===== config.mk =====
export PLATFORM = sky130hd
export DESIGN_NAME = lift_ctrl_locked_n
export DESIGN_NICKNAME = d
export VERILOG_FILES = /design/src/rtl/lift_ctrl_locked_n.sv
export SDC_FILE = /design/constraint.sdc
export NUM_CORES = 1
export LEC_CHECK = 0
export CELL_PAD_IN_SITES_DETAIL_PLACEMENT = 0
export CELL_PAD_IN_SITES_GLOBAL_PLACEMENT = 2
export CORE_UTILIZATION = 33
export DETAILED_ROUTE_END_ITERATION = 10
export PLACE_DENSITY_LB_ADDON = 0.2
export SYNTH_ARGS = -nofsm -noshare
export SYNTH_HDL_FRONTEND = slang
export SYNTH_SLANG_ARGS = --single-unit

===== constraint.sdc =====
create_clock -name clk -period 3.62 [get_ports clk]
set_input_delay 0.905 -clock clk [delete_from_list [all_inputs] [get_ports clk]]
set_output_delay 0.905 -clock clk [all_outputs]
set_load 0.05 [all_outputs]

===== src/rtl/lift_ctrl_locked_n.sv =====
// N-floor lift controller: SCAN scheduling with registered requests and per-floor move/door timers.
// A key sampled on departure selects the real move states or decoy duplicates that drive to an end floor.
module lift_ctrl_locked_n #(
    parameter int                NUM_FLOORS  = 8,
    parameter int                FLOOR_W     = 3,
    parameter int                MOVE_CYCLES = 3,
    parameter int                DOOR_CYCLES = 4,
    parameter int                KEY_W       = 4,
    parameter logic [KEY_W-1:0]  CORRECT_KEY = 4'hA
) (
    input  logic                  clk,
    input  logic                  rst,
    input  logic [NUM_FLOORS-1:0] call_req,
    input  logic [KEY_W-1:0]      key,
    input  logic                  door_obstruct,
    input  logic                  stop_btn,
    output logic [FLOOR_W-1:0]    floor,
    output logic                  motor_up,
    output logic                  motor_dn,
    output logic                  door_open,
    output logic                  dir_up,
    output logic                  arrive,
    output logic [NUM_FLOORS-1:0] req_pending
);

    localparam int MV_W = (MOVE_CYCLES > 1) ? $clog2(MOVE_CYCLES) : 1;
    localparam int DR_W = (DOOR_CYCLES > 1) ? $clog2(DOOR_CYCLES) : 1;

    localparam logic [MV_W-1:0]       MOVE_LOAD = MV_W'(MOVE_CYCLES - 1);
    localparam logic [DR_W-1:0]       DOOR_LOAD = DR_W'(DOOR_CYCLES - 1);
    localparam logic [MV_W-1:0]       MV_ONE    = MV_W'(1);
    localparam logic [DR_W-1:0]       DR_ONE    = DR_W'(1);
    localparam logic [FLOOR_W-1:0]    FL_ONE    = FLOOR_W'(1);
    localparam logic [FLOOR_W-1:0]    TOP_FLOOR = FLOOR_W'(NUM_FLOORS - 1);
    localparam logic [FLOOR_W-1:0]    BOT_FLOOR = FLOOR_W'(0);
    localparam logic [NUM_FLOORS-1:0] OH_ONE    = NUM_FLOORS'(1);

    localparam logic [2:0] IDLE       = 3'd0;
    localparam logic [2:0] MOVE_UP    = 3'd1;
    localparam logic [2:0] MOVE_DN    = 3'd2;
    localparam logic [2:0] MOVE_UP_D  = 3'd3;
    localparam logic [2:0] MOVE_DN_D  = 3'd4;
    localparam logic [2:0] ARRIVE     = 3'd5;
    localparam logic [2:0] DOOR_OPEN  = 3'd6;
    localparam logic [2:0] DOOR_CLOSE = 3'd7;

    function automatic logic any_above(input logic [NUM_FLOORS-1:0] r, input logic [FLOOR_W-1:0] f);
        logic hit;
        hit = 1'b0;
        for (int i = 0; i < NUM_FLOORS; i++) begin
            hit = hit | (r[i] & (i > int'(f)));
        end
        return hit;
    endfunction

    function automatic logic any_below(input logic [NUM_FLOORS-1:0] r, input logic [FLOOR_W-1:0] f);
        logic hit;
        hit = 1'b0;
        for (int i = 0; i < NUM_FLOORS; i++) begin
            hit = hit | (r[i] & (i < int'(f)));
        end
        return hit;
    endfunction

    logic [2:0]            state_q, state_d;
    logic [FLOOR_W-1:0]    floor_q, floor_d;
    logic                  dir_up_q, dir_up_d;
    logic [NUM_FLOORS-1:0] req_q, req_d;
    logic [MV_W-1:0]       move_tmr_q, move_tmr_d;
    logic [DR_W-1:0]       door_tmr_q, door_tmr_d;
    logic                  motor_up_q, motor_up_d;
    logic                  motor_dn_q, motor_dn_d;
    logic                  door_open_q, door_open_d;
    logic                  arrive_q, arrive_d;

    logic                  key_ok_s;
    logic [FLOOR_W-1:0]    floor_inc_s, floor_dec_s;
    logic [NUM_FLOORS-1:0] oh_here_s, oh_inc_s, oh_dec_s;

    assign key_ok_s    = (key == CORRECT_KEY);
    assign floor_inc_s = floor_q + FL_ONE;
    assign floor_dec_s = floor_q - FL_ONE;
    assign oh_here_s   = OH_ONE << floor_q;
    assign oh_inc_s    = OH_ONE << floor_inc_s;
    assign oh_dec_s    = OH_ONE << floor_dec_s;

    // Next-state, floor, direction, request and timer logic
    always_comb begin
        state_d    = state_q;
        floor_d    = floor_q;
        dir_up_d   = dir_up_q;
        req_d      = req_q | call_req;
        move_tmr_d = move_tmr_q;
        door_tmr_d = door_tmr_q;
        case (state_q)
            IDLE: begin
                if (|(req_q & oh_here_s)) begin
                    state_d = ARRIVE;
                end else if (dir_up_q && any_above(req_q, floor_q)) begin
                    state_d    = key_ok_s ? MOVE_UP : MOVE_UP_D;
                    move_tmr_d = MOVE_LOAD;
                end else if (dir_up_q && any_below(req_q, floor_q)) begin
                    state_d    = key_ok_s ? MOVE_DN : MOVE_DN_D;
                    move_tmr_d = MOVE_LOAD;
                    dir_up_d   = 1'b0;
                end else if (!dir_up_q && any_below(req_q, floor_q)) begin
                    state_d    = key_ok_s ? MOVE_DN : MOVE_DN_D;
                    move_tmr_d = MOVE_LOAD;
                end else if (!dir_up_q && any_above(req_q, floor_q)) begin
                    state_d    = key_ok_s ? MOVE_UP : MOVE_UP_D;
                    move_tmr_d = MOVE_LOAD;
                    dir_up_d   = 1'b1;
                end else begin
                    state_d = IDLE;
                end
            end
            MOVE_UP, MOVE_UP_D: begin
                if (stop_btn) begin
                    move_tmr_d = move_tmr_q;
                end else if (move_tmr_q != '0) begin
                    move_tmr_d = move_tmr_q - MV_ONE;
                end else if (floor_q == TOP_FLOOR) begin
                    state_d = IDLE;
                end else begin
                    floor_d = floor_inc_s;
                    // Decoy travel ignores requests and opens the door at the top floor
                    if (state_q == MOVE_UP_D) begin
                        if (floor_inc_s == TOP_FLOOR) begin
                            state_d    = DOOR_OPEN;
                            door_tmr_d = DOOR_LOAD;
                        end else begin
                            move_tmr_d = MOVE_LOAD;
                        end
                    end else if (|(req_q & oh_inc_s)) begin
                        state_d = ARRIVE;
                    end else if (any_above(req_q, floor_inc_s)) begin
                        move_tmr_d = MOVE_LOAD;
                    end else begin
                        state_d = IDLE;
                    end
                end
            end
            MOVE_DN, MOVE_DN_D: begin
                if (stop_btn) begin
                    move_tmr_d = move_tmr_q;
                end else if (move_tmr_q != '0) begin
                    move_tmr_d = move_tmr_q - MV_ONE;
                end else if (floor_q == BOT_FLOOR) begin
                    state_d = IDLE;
                end else begin
                    floor_d = floor_dec_s;
                    if (state_q == MOVE_DN_D) begin
                        if (floor_dec_s == BOT_FLOOR) begin
                            state_d    = DOOR_OPEN;
                            door_tmr_d = DOOR_LOAD;
                        end else begin
                            move_tmr_d = MOVE_LOAD;
                        end
                    end else if (|(req_q & oh_dec_s)) begin
                        state_d = ARRIVE;
                    end else if (any_below(req_q, floor_dec_s)) begin
                        move_tmr_d = MOVE_LOAD;
                    end else begin
                        state_d = IDLE;
                    end
                end
            end
            ARRIVE: begin
                req_d      = (req_q | call_req) & ~oh_here_s;
                door_tmr_d = DOOR_LOAD;
                state_d    = DOOR_OPEN;
            end
            DOOR_OPEN: begin
                // A call for this floor while open is absorbed; older pending bits are kept
                req_d = req_q | (call_req & ~oh_here_s);
                if (door_obstruct || (|(call_req & oh_here_s))) begin
                    door_tmr_d = DOOR_LOAD;
                end else if (door_tmr_q == '0) begin
                    state_d = DOOR_CLOSE;
                end else begin
                    door_tmr_d = door_tmr_q - DR_ONE;
                end
            end
            DOOR_CLOSE: begin
                state_d = IDLE;
            end
            default: begin
                state_d = IDLE;
            end
        endcase
    end

    // Output decode from the next state so the outputs come straight from flops
    always_comb begin
        motor_up_d  = (state_d == MOVE_UP) || (state_d == MOVE_UP_D);
        motor_dn_d  = (state_d == MOVE_DN) || (state_d == MOVE_DN_D);
        door_open_d = (state_d == DOOR_OPEN);
        arrive_d    = (state_d == ARRIVE);
    end

    // State and output registers with synchronous reset
    always_ff @(posedge clk) begin
        if (rst) begin
            state_q     <= IDLE;
            floor_q     <= '0;
            dir_up_q    <= 1'b1;
            req_q       <= '0;
            move_tmr_q  <= '0;
            door_tmr_q  <= '0;
            motor_up_q  <= 1'b0;
            motor_dn_q  <= 1'b0;
            door_open_q <= 1'b0;
            arrive_q    <= 1'b0;
        end else begin
            state_q     <= state_d;
            floor_q     <= floor_d;
            dir_up_q    <= dir_up_d;
            req_q       <= req_d;
            move_tmr_q  <= move_tmr_d;
            door_tmr_q  <= door_tmr_d;
            motor_up_q  <= motor_up_d;
            motor_dn_q  <= motor_dn_d;
            door_open_q <= door_open_d;
            arrive_q    <= arrive_d;
        end
    end

    assign floor       = floor_q;
    assign motor_up    = motor_up_q;
    assign motor_dn    = motor_dn_q;
    assign door_open   = door_open_q;
    assign dir_up      = dir_up_q;
    assign arrive      = arrive_q;
    assign req_pending = req_q;

endmodule


==> summary.md, run 1 <==
| Metric | Value |
|---|---|
| Status | complete, no violations |
| Internal | 0.859 mW |
| CTS tree | yes |
| Share of the synthesized area in the top cell type | 0.220 |
| Total GRT Usage | 0.199 |
| Setup violators final | 0 |
| Startpoint types | flop |
| RD Place Congestion | 0.791 |
| Core area | 6030 sq um |
| Hold buffers post-CTS | 0 |
| Synth warn | 0 |
| Commonest non-fill, non-tap cell in the layout | clkdlybuf4s50_1 |
| Syn_nets | 314 |
| Layout cell share with drive strength beyond 1 | 0.0396 |
| Final period utilization | 0.789 |
| Critical path type | flop to flop |
| Top layer in use | met4 |
| Tightest Pin Transition | 0.780 ns |
| Max incr delay on CP | 0.56 ns |
| Worst Skew | 0.0106 ns |
| Initial Util | 0.347 |
| H-tree Lvls | 1 |
| Number of synthesized flops with an enable pin | 0 |
| Number of nets with antenna violations after routing | 0 |
| Slowest CP cell | dfxtp_1 |
| Wl on met1 | 3010 um |
| Relative slew margins | 0.478 |
| WL met2 | 2940 um |
| Worst Setup End Kind | flop |
| Register bit total from synthesis | 23 |
| First-pass GRT wire length | 10000 um |
| Drt first pass iters | 8 |
| Final hold vios | 0 |
| Die W | 81.6 um |
| DR iter-0 viols | 271 |
| Clock transition at path regs | 0.10 ns |
| Worst Reg2Reg Path Length in Cells | 8 |
| Number of diodes | 0 |
| P&R area growth vs syn | 17.1% |
| Worst vdd ir | 311 uV |
| Vias in the first global route | 1943 |
| Wire per inst | 16.6 um |
| Largest net degree at the start of global routing | 21 |
| Via Count | 2161 |
| Buffers on Ports | 31 |
| Hold endpoint | move_tmr_q[0] |
| Final max-slew violation count | 0 |
| Place WS | 0.698 ns |
| Unrepaired setup endpoints after global routing | no |
| Leak | 0.903 nW |
| Synthesized area | 2090 sq um |
| # clock sinks | 23 |
| Leading post-synthesis cells by cell area | dfxtp_1, ha_1, a21oi_1 |
| Tmin final | 2.86 ns |
| Chip height | 81.6 um |
| Reg2reg setup slack | 0.76 ns |
| Maxcap violations | 0 |
| TritonCTS buffer count | 3 |
| Clock network fraction of design power | 0.098 |
| WHS Path Cells | 2 |
| Dpl hpwl | 4630 um |
| Hold path startpoint | move_tmr_q[0] |
| Via density | 5.72 |
| Most frequent cells in the layout | clkdlybuf4s50_1, a21oi_1, nand2_1 |
| Crit Path Max Fanout | 9 |
| Sequential-to-total area share from yosys stat | 0.220 |
| Most frequently used flop master after synthesis | dfxtp_1 |
| Met3 WL | 263 um |
| Yosys cell types | 58 |
| Worst Path Required | 3.81 ns |
| RR Startpoint | floor[2] |
| Comb pwr share | 0.661 |
| Die area | 6670 sq um |
| Post-layout net count | 333 |
| Syn Area/Cell | 7.34 sq um |
| Fmax | 0.350 GHz |
| Cell count after synthesis | 285 |
| Clk_lat worst skew | 0.28 ns |
| CP Cell Sequence | inv_1, ha_1, o221ai_1, and3_1, a221oi_1, o22ai_1, or4_1, a21oi_1 |
| Worst EP arrival | 3.05 ns |
| Biggest area consumer among synthesized cells | dfxtp_1 |
| Row count | 28 |
| # Post-CTS Setup Buffers | 0 |
| Tightest Hold Check Type | flop to flop |
| Clk buf depth | 2 |
| Initial antenna violation count | 0 |
| Net Sw Power | 0.944 mW |
| # resized after CTS | 0 |
| Fillcell total | 656 |
| I/O Pins | 32 |
| Reg2reg end | move_tmr_q[0] |
| Async SR Flop Fraction | 0 |
| DRC viols | 0 |
| Final WL | 6270 um |
| Setup TNS Final | 0 ns |
| Power Density | 736 nW/um^2 |
| Sw Ratio | 0.524 |
| Remaining global-route overflow | 0 |
| Sequential power share | 0.241 |
| CTS root buf | clkbuf_8 |
| Final worst slack | 0.764 ns |
## layer usage
| metal | global-route usage | vias to the layer above |
|---|---|---|
| met5 | 0 | - |
| met4 | 0.0368 | 0 |
| met3 | 0.0167 | 5 |
| met2 | 0.328 | 62 |
| met1 | 0.282 | 1013 |
| li1 | - | 1081 |
## stage by stage
stage / util / instance area, sq um / power, mW / std cells / hold slack [ns]
2_1_floorplan: - / 2090 / 1.34 / 285 / 0.438
3_3_place_gp: 0.399 / 2400 / 1.64 / 374 / 0.466
3_5_place_dp: 0.399 / 2400 / 1.62 / 374 / 0.465
4_1_cts: 0.407 / 2450 / 1.80 / 378 / 0.482
5_1_grt: 0.407 / 2450 / 1.97 / 378 / 0.495
6_report: 0.407 / 2450 / 1.80 / 378 / 0.481
## power by group through the flow
stage | Combinational [mW] | Clock (mW) | Sequential [mW]
detailed placement | 1.18 | 0 | 0.437
floorplan | 0.874 | 0 | 0.461
global placement | 1.20 | 0 | 0.440
finish | 1.19 | 0.176 | 0.435
CTS | 1.19 | 0.181 | 0.431
global route | 1.33 | 0.191 | 0.449
## synth_stat cells (5+ instances only)
cell	number
a22oi_1	6
nand2_1	26
a222oi_1	6
o21ai_0	21
nor2_1	22
dfxtp_1	23
buf_2	5
nand2b_1	8
o22ai_1	5
and2_1	5
nand3_1	7
a211oi_1	8
inv_1	19
clkbuf_1	8
nor2b_1	10
a21oi_1	26
ha_1	13
## kinds of logic (layout without fill, tap and decap cells)
logic type,count (synthesis),count (layout),synth area share
AO/OA/AOI/OAI,101,101,0.325
adder cells (fa/ha/maj),13,13,0.0777
multiplexers,1,1,0.00538
buffers and inverters,38,56,0.0855
AND/OR/NAND/NOR,104,104,0.262
flip-flops,23,23,0.220
XOR/XNOR,5,5,0.0245
## worst max path at each step
| stage | start | to | slack [ns] |
|---|---|---|---|
| 4_1_cts | floor[2] | floor[2] | 0.81 |
| 3_3_place_gp | stop_btn | motor_dn | 0.67 |
| 5_1_grt | floor[1] | motor_dn | 0.56 |
| 6_report | floor[2] | move_tmr_q[0] | 0.76 |
| 3_5_place_dp | stop_btn | motor_dn | 0.70 |
| 2_1_floorplan | floor[0] | move_tmr_q[0] | 0.72 |
## state kept, by name, summed over array words and instances (netlist names)
name,count
state_q,3
move_tmr_q,2
motor_dn,1
motor_up,1
door_tmr_q,2
floor,3
door_open,1
req_pending,8
dir_up,1
arrive,1
## worst max-delay path, delay by kind of cell (launching register included)
kind / cells / cell delay [ns]
AOI/OAI and AO/OA: 4 / 0.88
and+or+nand+nor: 2 / 0.63
DFF: 1 / 0.56
adders and majority gates: 1 / 0.50
buffers and inverters: 1 / 0.19
## layout make-up
| type | instances | area, sq um | area share |
|---|---|---|---|
| clock buffer | 3 | 41.3 | 0.0168 |
| clock inverter | 1 | 5.00 | 0.00204 |
| inverter | 19 | 71.3 | 0.0291 |
| multi-input combinational | 224 | 1450 | 0.593 |
| sequential | 23 | 460 | 0.188 |
| tap | 75 | 93.8 | 0.0383 |
| timing repair buffer | 33 | 325 | 0.133 |
(Power assumes the default switching activity.)
==> inputs of run 2 (changes only) <==
--- a/config.mk
+++ b/config.mk
@@ -7,7 +7,7 @@
 export LEC_CHECK = 0
 export CELL_PAD_IN_SITES_DETAIL_PLACEMENT = 0
 export CELL_PAD_IN_SITES_GLOBAL_PLACEMENT = 2
-export CORE_UTILIZATION = 33
+export CORE_UTILIZATION = 28
 export DETAILED_ROUTE_END_ITERATION = 10
 export PLACE_DENSITY_LB_ADDON = 0.2
 export SYNTH_ARGS = -nofsm -noshare
==> constraint.sdc (replaced) <==
create_clock -name clk -period 2.6 [get_ports clk]
set_input_delay 0.65 -clock clk [delete_from_list [all_inputs] [get_ports clk]]
set_output_delay 0.65 -clock clk [all_outputs]
set_load 0.05 [all_outputs]
==> summary.md, run 2 (same netlist as run 1, synthesis figures left out) <==
| Metric | Value |
|---|---|
| Worst Skew | 0.00407 ns (was 0.0106 ns) |
| Total GRT Usage | 0.181 (was 0.199) |
| Row count | 31 (was 28) |
| Buffers on Ports | 31 (unchanged) |
| TritonCTS buffer count | 3 (unchanged) |
| CTS tree | yes (unchanged) |
| Layout Cells excl Fill | 427 (was 378) |
| Die W | 88.5 um (was 81.6 um) |
| Final worst slack | 0.138 ns (was 0.764 ns) |
| DR iter-0 viols | 218 (was 271) |
| Critical path type | flop to flop (unchanged) |
| Worst vdd ir | 330 uV (was 311 uV) |
| Die area | 7830 sq um (was 6670 sq um) |
| Final Cell Area | 2750 sq um (was 2450 sq um) |
| I/O Pins | 32 (unchanged) |
| Drt first pass iters | 4 (was 8) |
| Final max-slew violation count | 0 (unchanged) |
| DRC viols | 0 (unchanged) |
| Final period utilization | 0.947 (was 0.789) |
| Vias in the first global route | 2135 (was 1943) |
| Number of nets with antenna violations after routing | 0 (unchanged) |
| Remaining global-route overflow | 0 (unchanged) |
| Largest register FFs | 8 (unchanged) |
| Dpl hpwl | 5180 um (was 4630 um) |
| Clk buf depth | 2 (unchanged) |
| Most frequent cells in the layout | clkdlybuf4s50_1, buf_4, a21oi_1, nand2_1, nor2_1 (was clkdlybuf4s50_1, a21oi_1, nand2_1) |
| Worst EP arrival | 2.67 ns (was 3.05 ns) |
| Layout cell share with drive strength beyond 1 | 0.165 (was 0.0396) |
| Leak | 1.04 nW (was 0.903 nW) |
| Placed Instances | 421 (was 374) |
| Status | complete, no violations (unchanged) |
| Largest net degree at the start of global routing | 20 (was 21) |
| Dpl cell area | 2620 sq um (was 2400 sq um) |
| Setup violators final | 0 (unchanged) |
| Worst Path Required | 2.81 ns (was 3.81 ns) |
| Post-layout net count | 358 (was 333) |
| Relative slew margins | 0.618 (was 0.478) |
| Maxcap violations | 0 (unchanged) |
| Tightest Hold Check Type | flop to flop (unchanged) |
| Unrepaired setup endpoints after global routing | no (unchanged) |
| Worst Setup End Kind | flop (unchanged) |
| H-tree Lvls | 1 (unchanged) |
| Commonest non-fill, non-tap cell in the layout | clkdlybuf4s50_1 (unchanged) |
| Initial antenna violation count | 0 (unchanged) |
| Via Count | 2257 (was 2161) |
| Power Density | 1020 nW/um^2 (was 736 nW/um^2) |
| Worst hold slack | 0.472 ns (was 0.481 ns) |
| Startpoint types | flop (unchanged) |
| Crit Path Max Fanout | 7 (was 9) |
| Fmax | 0.406 GHz (was 0.350 GHz) |
| RD Place Congestion | 0.809 (was 0.791) |
| Chip height | 88.5 um (was 81.6 um) |
| Setup TNS Final | 0 ns (unchanged) |
| Clk_lat worst skew | 0.28 ns (about the same) |
| Tmin final | 2.46 ns (was 2.86 ns) |
| Clock transition at path regs | 0.10 ns (about the same) |
| Final WL | 6740 um (was 6270 um) |
| Initial Util | 0.289 (was 0.347) |
| Via density | 5.29 (was 5.72) |
| Tightest Pin Transition | 0.572 ns (was 0.780 ns) |
| Number of diodes | 0 (unchanged) |
| CTS root buf | clkbuf_8 (unchanged) |
| # clock sinks | 23 (unchanged) |
| Final core occ | 0.379 (was 0.407) |
| Core area | 7250 sq um (was 6030 sq um) |
| Design Power | 2.80 mW (was 1.80 mW) |
| Final hold vios | 0 (unchanged) |
| P&R area growth vs syn | 31.3% (was 17.1%) |
| Fillcell total | 813 (was 656) |
| Place WS | -0.0244 ns (was 0.698 ns) |
| First-pass GRT wire length | 10900 um (was 10000 um) |
| Wire per inst | 15.8 um (was 16.6 um) |
==> run 2: final timing paths <==
kind / depth (start not counted) / from / slack, ns / to
worst min register to register: 1 / door_tmr_q[0] / 0.47 / door_tmr_q[0]
worst max-delay path: 8 / floor[0] / 0.14 / move_tmr_q[0]
worst min-delay path: 1 / door_tmr_q[0] / 0.47 / door_tmr_q[0]
worst max register to register: 8 / floor[0] / 0.14 / move_tmr_q[0]
==> run 2: cell type report <==
| cell class | instances | area [sq um] | share of cell area |
|---|---|---|---|
| flip-flops and latches | 23 | 469 | 0.171 |
| inverters | 19 | 75.1 | 0.0273 |
| clock buffers | 3 | 41.3 | 0.0150 |
| repair buffers | 58 | 513 | 0.187 |
| well taps | 99 | 124 | 0.0451 |
| multi-input cells | 224 | 1520 | 0.553 |
| clock inverters | 1 | 5.00 | 0.00182 |
==> run 2: critical path, stage by stage, from the launching register on <==
cell and delay [ns]:
dfxtp_4 0.38, ha_1 0.23, ha_2 0.42, o221ai_1 0.12, and3_1 0.22, a221oi_2 0.31
o22ai_2 0.14, or4_1 0.42, a21oi_1 0.15
==> run 2: where the power goes <==
| group | switching (mW) | internal (mW) |
|---|---|---|
| registers | 0.116 | 0.441 |
| logic | 1.15 | 0.848 |
| clock network | 0.139 | 0.108 |
==> run 2: per-layer routing <==
layer / vias to the layer above / GRT usage / share of wire
li1: 1127 / - / -
met1: 1087 / 0.253 / 0.50
met2: 39 / 0.297 / 0.46
met3: 4 / 0.0196 / 0.025
met4: 0 / 0.0440 / 0.013
met5: - / 0 / 0
==> run 2: timing repair <==
action	CTS	global route
hold buffers	0	0
resized for setup	1	14
pin swaps	0	1
setup buffers	0	2
endpoints found under the setup margin	2	10
==> inputs of run 3 (changes only) <==
--- a/config.mk
+++ b/config.mk
@@ -5,11 +5,13 @@
 export SDC_FILE = /design/constraint.sdc
 export NUM_CORES = 1
 export LEC_CHECK = 0
+export ABC_AREA = 1
 export CELL_PAD_IN_SITES_DETAIL_PLACEMENT = 0
 export CELL_PAD_IN_SITES_GLOBAL_PLACEMENT = 2
-export CORE_UTILIZATION = 28
+export CORE_UTILIZATION = 26
 export DETAILED_ROUTE_END_ITERATION = 10
 export PLACE_DENSITY_LB_ADDON = 0.2
+export SETUP_SLACK_MARGIN = 0.02
 export SYNTH_ARGS = -nofsm -noshare
 export SYNTH_HDL_FRONTEND = slang
 export SYNTH_SLANG_ARGS = --single-unit
==> summary.md, run 3 <==
| Metric | Value |
|---|---|
| Status | complete, no violations (unchanged) |
| Die W | 95.6 um (was 88.5 um) |
| Fmax | 0.415 GHz (was 0.406 GHz) |
| Layout cell share with drive strength beyond 1 | 0.136 (was 0.165) |
| Reg2reg setup slack | 0.24 ns (was 0.14 ns) |
| CTS root buf | clkbuf_8 (unchanged) |
| Total GRT Usage | 0.190 (was 0.181) |
| Worst EP arrival | 1.76 ns (was 2.67 ns) |
| Leak | 1.37 nW (was 1.04 nW) |
| Met1 Usage GRT | 0.277 (was 0.253) |
| Share of the synthesized area in the top cell type | 0.202 (was 0.220) |
| Tightest Hold Check Type | flop to flop (unchanged) |
| Dpl hpwl | 6600 um (was 5180 um) |
| Maxcap violations | 0 (unchanged) |
| Initial antenna violation count | 0 (unchanged) |
| Register bit total from synthesis | 23 (unchanged) |
| Final max-slew violation count | 0 (unchanged) |
| Largest net degree at the start of global routing | 17 (was 20) |
| Chip height | 95.6 um (was 88.5 um) |
| Row count | 33 (was 31) |
| Post-layout net count | 450 (was 358) |
| Setup TNS Final | 0 ns (unchanged) |
| Met2 Usage GRT | 0.298 (was 0.297) |
| Setup violators final | 0 (unchanged) |
| Leading post-synthesis cells by cell area | dfxtp_1, nand2_1, inv_1 (was dfxtp_1, ha_1, a21oi_1) |
| Syn_nets | 412 (was 314) |
| Yosys cell types | 32 (was 58) |
| Number of nets with antenna violations after routing | 0 (unchanged) |
| Max incr delay on CP | 0.89 ns (was 0.42 ns) |
| Startpoint types | flop (unchanged) |
| Synthesized area | 2280 sq um (was 2090 sq um) |
| DR iter-0 viols | 199 (was 218) |
| H-tree Lvls | 1 (unchanged) |
| Biggest area consumer among synthesized cells | dfxtp_1 (unchanged) |
| Worst setup path end | req_pending[1] (was move_tmr_q[0]) |
| Via Count | 2453 (was 2257) |
| Instance count on the critical path | 1 (was 8) |
| RR Startpoint | floor[0] (unchanged) |
| Crit path buffers/inverters | 1 (was 0) |
| I/O Pins | 32 (unchanged) |
| CP Cell Sequence | clkdlybuf4s50_1 (was ha_1, ha_2, o221ai_1, and3_1, a221oi_2, o22ai_2, or4_1, a21oi_1) |
| Core area | 8340 sq um (was 7250 sq um) |
| Syn Area/Cell | 5.94 sq um (was 7.34 sq um) |
| Worst vdd ir | 297 uV (was 330 uV) |
| Worst hold slack | 0.462 ns (was 0.472 ns) |
| Wire per inst | 15.4 um (was 15.8 um) |
| Slowest CP cell | clkdlybuf4s50_1 (was ha_2) |
| DRC viols | 0 (unchanged) |
| Drt first pass iters | 4 (unchanged) |
| Async SR Flop Fraction | 0 (unchanged) |
| Tightest Pin Transition | 0.639 ns (was 0.572 ns) |
| P&R area growth vs syn | 22.7% (was 31.3%) |
| Relative slew margins | 0.573 (was 0.618) |
| Final period utilization | 0.927 (was 0.947) |
| Clock transition at path regs | 0.10 ns (about the same) |
| Vias in the first global route | 2369 (was 2135) |
| First-pass GRT wire length | 12900 um (was 10900 um) |
| Critical path type | flop to primary output (was flop to flop) |
| Power Density | 1140 nW/um^2 (was 1020 nW/um^2) |
| Largest register FFs | 8 (unchanged) |
| Clk_lat worst skew | 0.27 ns (was 0.28 ns) |
| Remaining global-route overflow | 0 (unchanged) |
| Final WL | 8070 um (was 6740 um) |
| Die area | 9130 sq um (was 7830 sq um) |
| Worst Setup End Kind | primary output (was flop) |
| Most frequently used flop master after synthesis | dfxtp_1 (unchanged) |
| Worst Skew | 0.00410 ns (was 0.00407 ns) |
| CTS tree | yes (unchanged) |
| Final hold vios | 0 (unchanged) |
| TritonCTS buffer count | 3 (unchanged) |
| Met3 Use GR | 0.0159 (was 0.0196) |
| Tmin final | 2.41 ns (was 2.46 ns) |
| Most common cell in the synthesized netlist | nand2_1 |
| CP delay by family, top | buffers and inverters (was compound AO/OA/AOI/OAI gates) |
| # Post-CTS Setup Buffers | 0 (unchanged) |
| Critical Path Source | req_pending[1] (was floor[0]) |
| Initial Util | 0.273 (was 0.289) |
| # clock sinks | 23 (unchanged) |
| Number of diodes | 0 (unchanged) |
| Unrepaired setup endpoints after global routing | no (unchanged) |
| Worst Path Required | 1.95 ns (was 2.81 ns) |
| Clk buf depth | 2 (unchanged) |
| Synth warn | 0 (unchanged) |
| RD Place Congestion | 0.822 (was 0.809) |
| Buffers on Ports | 31 (unchanged) |
| Commonest non-fill, non-tap cell in the layout | nand2_1 (was clkdlybuf4s50_1) |
| Number of synthesized flops with an enable pin | 0 (unchanged) |
| Via density | 4.67 (was 5.29) |
| Cell count after synthesis | 383 (was 285) |
| GRT Max-Usage Layer | met2 (unchanged) |
| Most frequent cells in the layout | nand2_1, inv_1, nor2_1 (was clkdlybuf4s50_1, buf_4, a21oi_1, nand2_1, nor2_1) |
| Reg2reg end | motor_dn (was move_tmr_q[0]) |
| Worst Reg2Reg Path Length in Cells | 15 (was 8) |
| Most frequent cells after synthesis | nand2_1, inv_1, nor2_1 (was a21oi_1, nand2_1, dfxtp_1) |
| Sequential-to-total area share from yosys stat | 0.202 (was 0.220) |
| Crit Path Max Fanout | 9 (was 7) |
run 3: cell count changes in the layout (fill, tap and decap cells not counted), moves of 8 or more:
| cell | delta |
|---|---|
| nor2_2 | +8 |
| inv_1 | +34 |
| nor2b_1 | -9 |
| o21ai_1 | +8 |
| nand2b_1 | -8 |
| nand2_1 | +87 |
| nor2_1 | +12 |
| buf_4 | -17 |
| a211oi_1 | -8 |
| nand3_1 | +24 |
| inv_2 | +11 |
| o21ai_0 | -9 |
run 3: metal layers:
layer  part of all wire  up-vias
met1               0.52     1109
met5                  0        -
met2               0.43       45
li1                   -     1293
met4              0.013        0
met3              0.038        6
run 3: layout make-up:
cell class	instances	area [sq um]
inverter	63	236
multi-input combinational	289	1530
fill	988	5550
tap	105	131
sequential	23	463
timing repair buffer	41	385
clock buffer	3	41.3
clock inverter	1	5.00
run 3: through the flow:
stage	total power, mW	utilization	cell area (sq um)	worst slack (ns)	std cells
2_1_floorplan	2.28	-	2280	0.106	383
3_3_place_gp	2.99	0.329	2740	0.158	521
3_5_place_dp	2.95	0.329	2740	0.229	521
4_1_cts	3.20	0.335	2790	0.181	525
5_1_grt	3.51	0.335	2790	0.0394	525
6_report	3.19	0.335	2790	0.189	525
run 3: how the worst min path moves through the flow:
stage / start / endpoint / slack, ns / cells past startpoint
5_1_grt: door_tmr_q[0] / door_tmr_q[0] / 0.50 / 1
3_3_place_gp: door_tmr_q[0] / door_tmr_q[0] / 0.45 / 1
6_report: door_tmr_q[0] / door_tmr_q[0] / 0.46 / 1
4_1_cts: door_tmr_q[0] / door_tmr_q[0] / 0.46 / 1
2_1_floorplan: door_tmr_q[0] / door_tmr_q[0] / 0.43 / 1
3_5_place_dp: door_tmr_q[0] / door_tmr_q[0] / 0.45 / 1
run 3: logic make-up (layout without fill, tap and decap cells):
logic type      count (synthesis)  after routing  synth area share
xor+xnor                        2              2           0.00770
buf+inv                        71            108             0.125
fa+ha+maj                      13             13            0.0715
simple gates                  208            208             0.421
compound gates                 66             66             0.172
flops                          23             23             0.202
run 3: timing repair:
item | CTS | global route
hold buffers | 0 | 0
endpoints found under the setup margin | 0 | 5
gates resized for setup | 0 | 2
run 3: report_power, final:
group          total [mW]  switching [mW]  internal (mW)
logic                2.37            1.60          0.774
registers           0.576           0.122          0.454
clock network       0.240           0.133          0.107
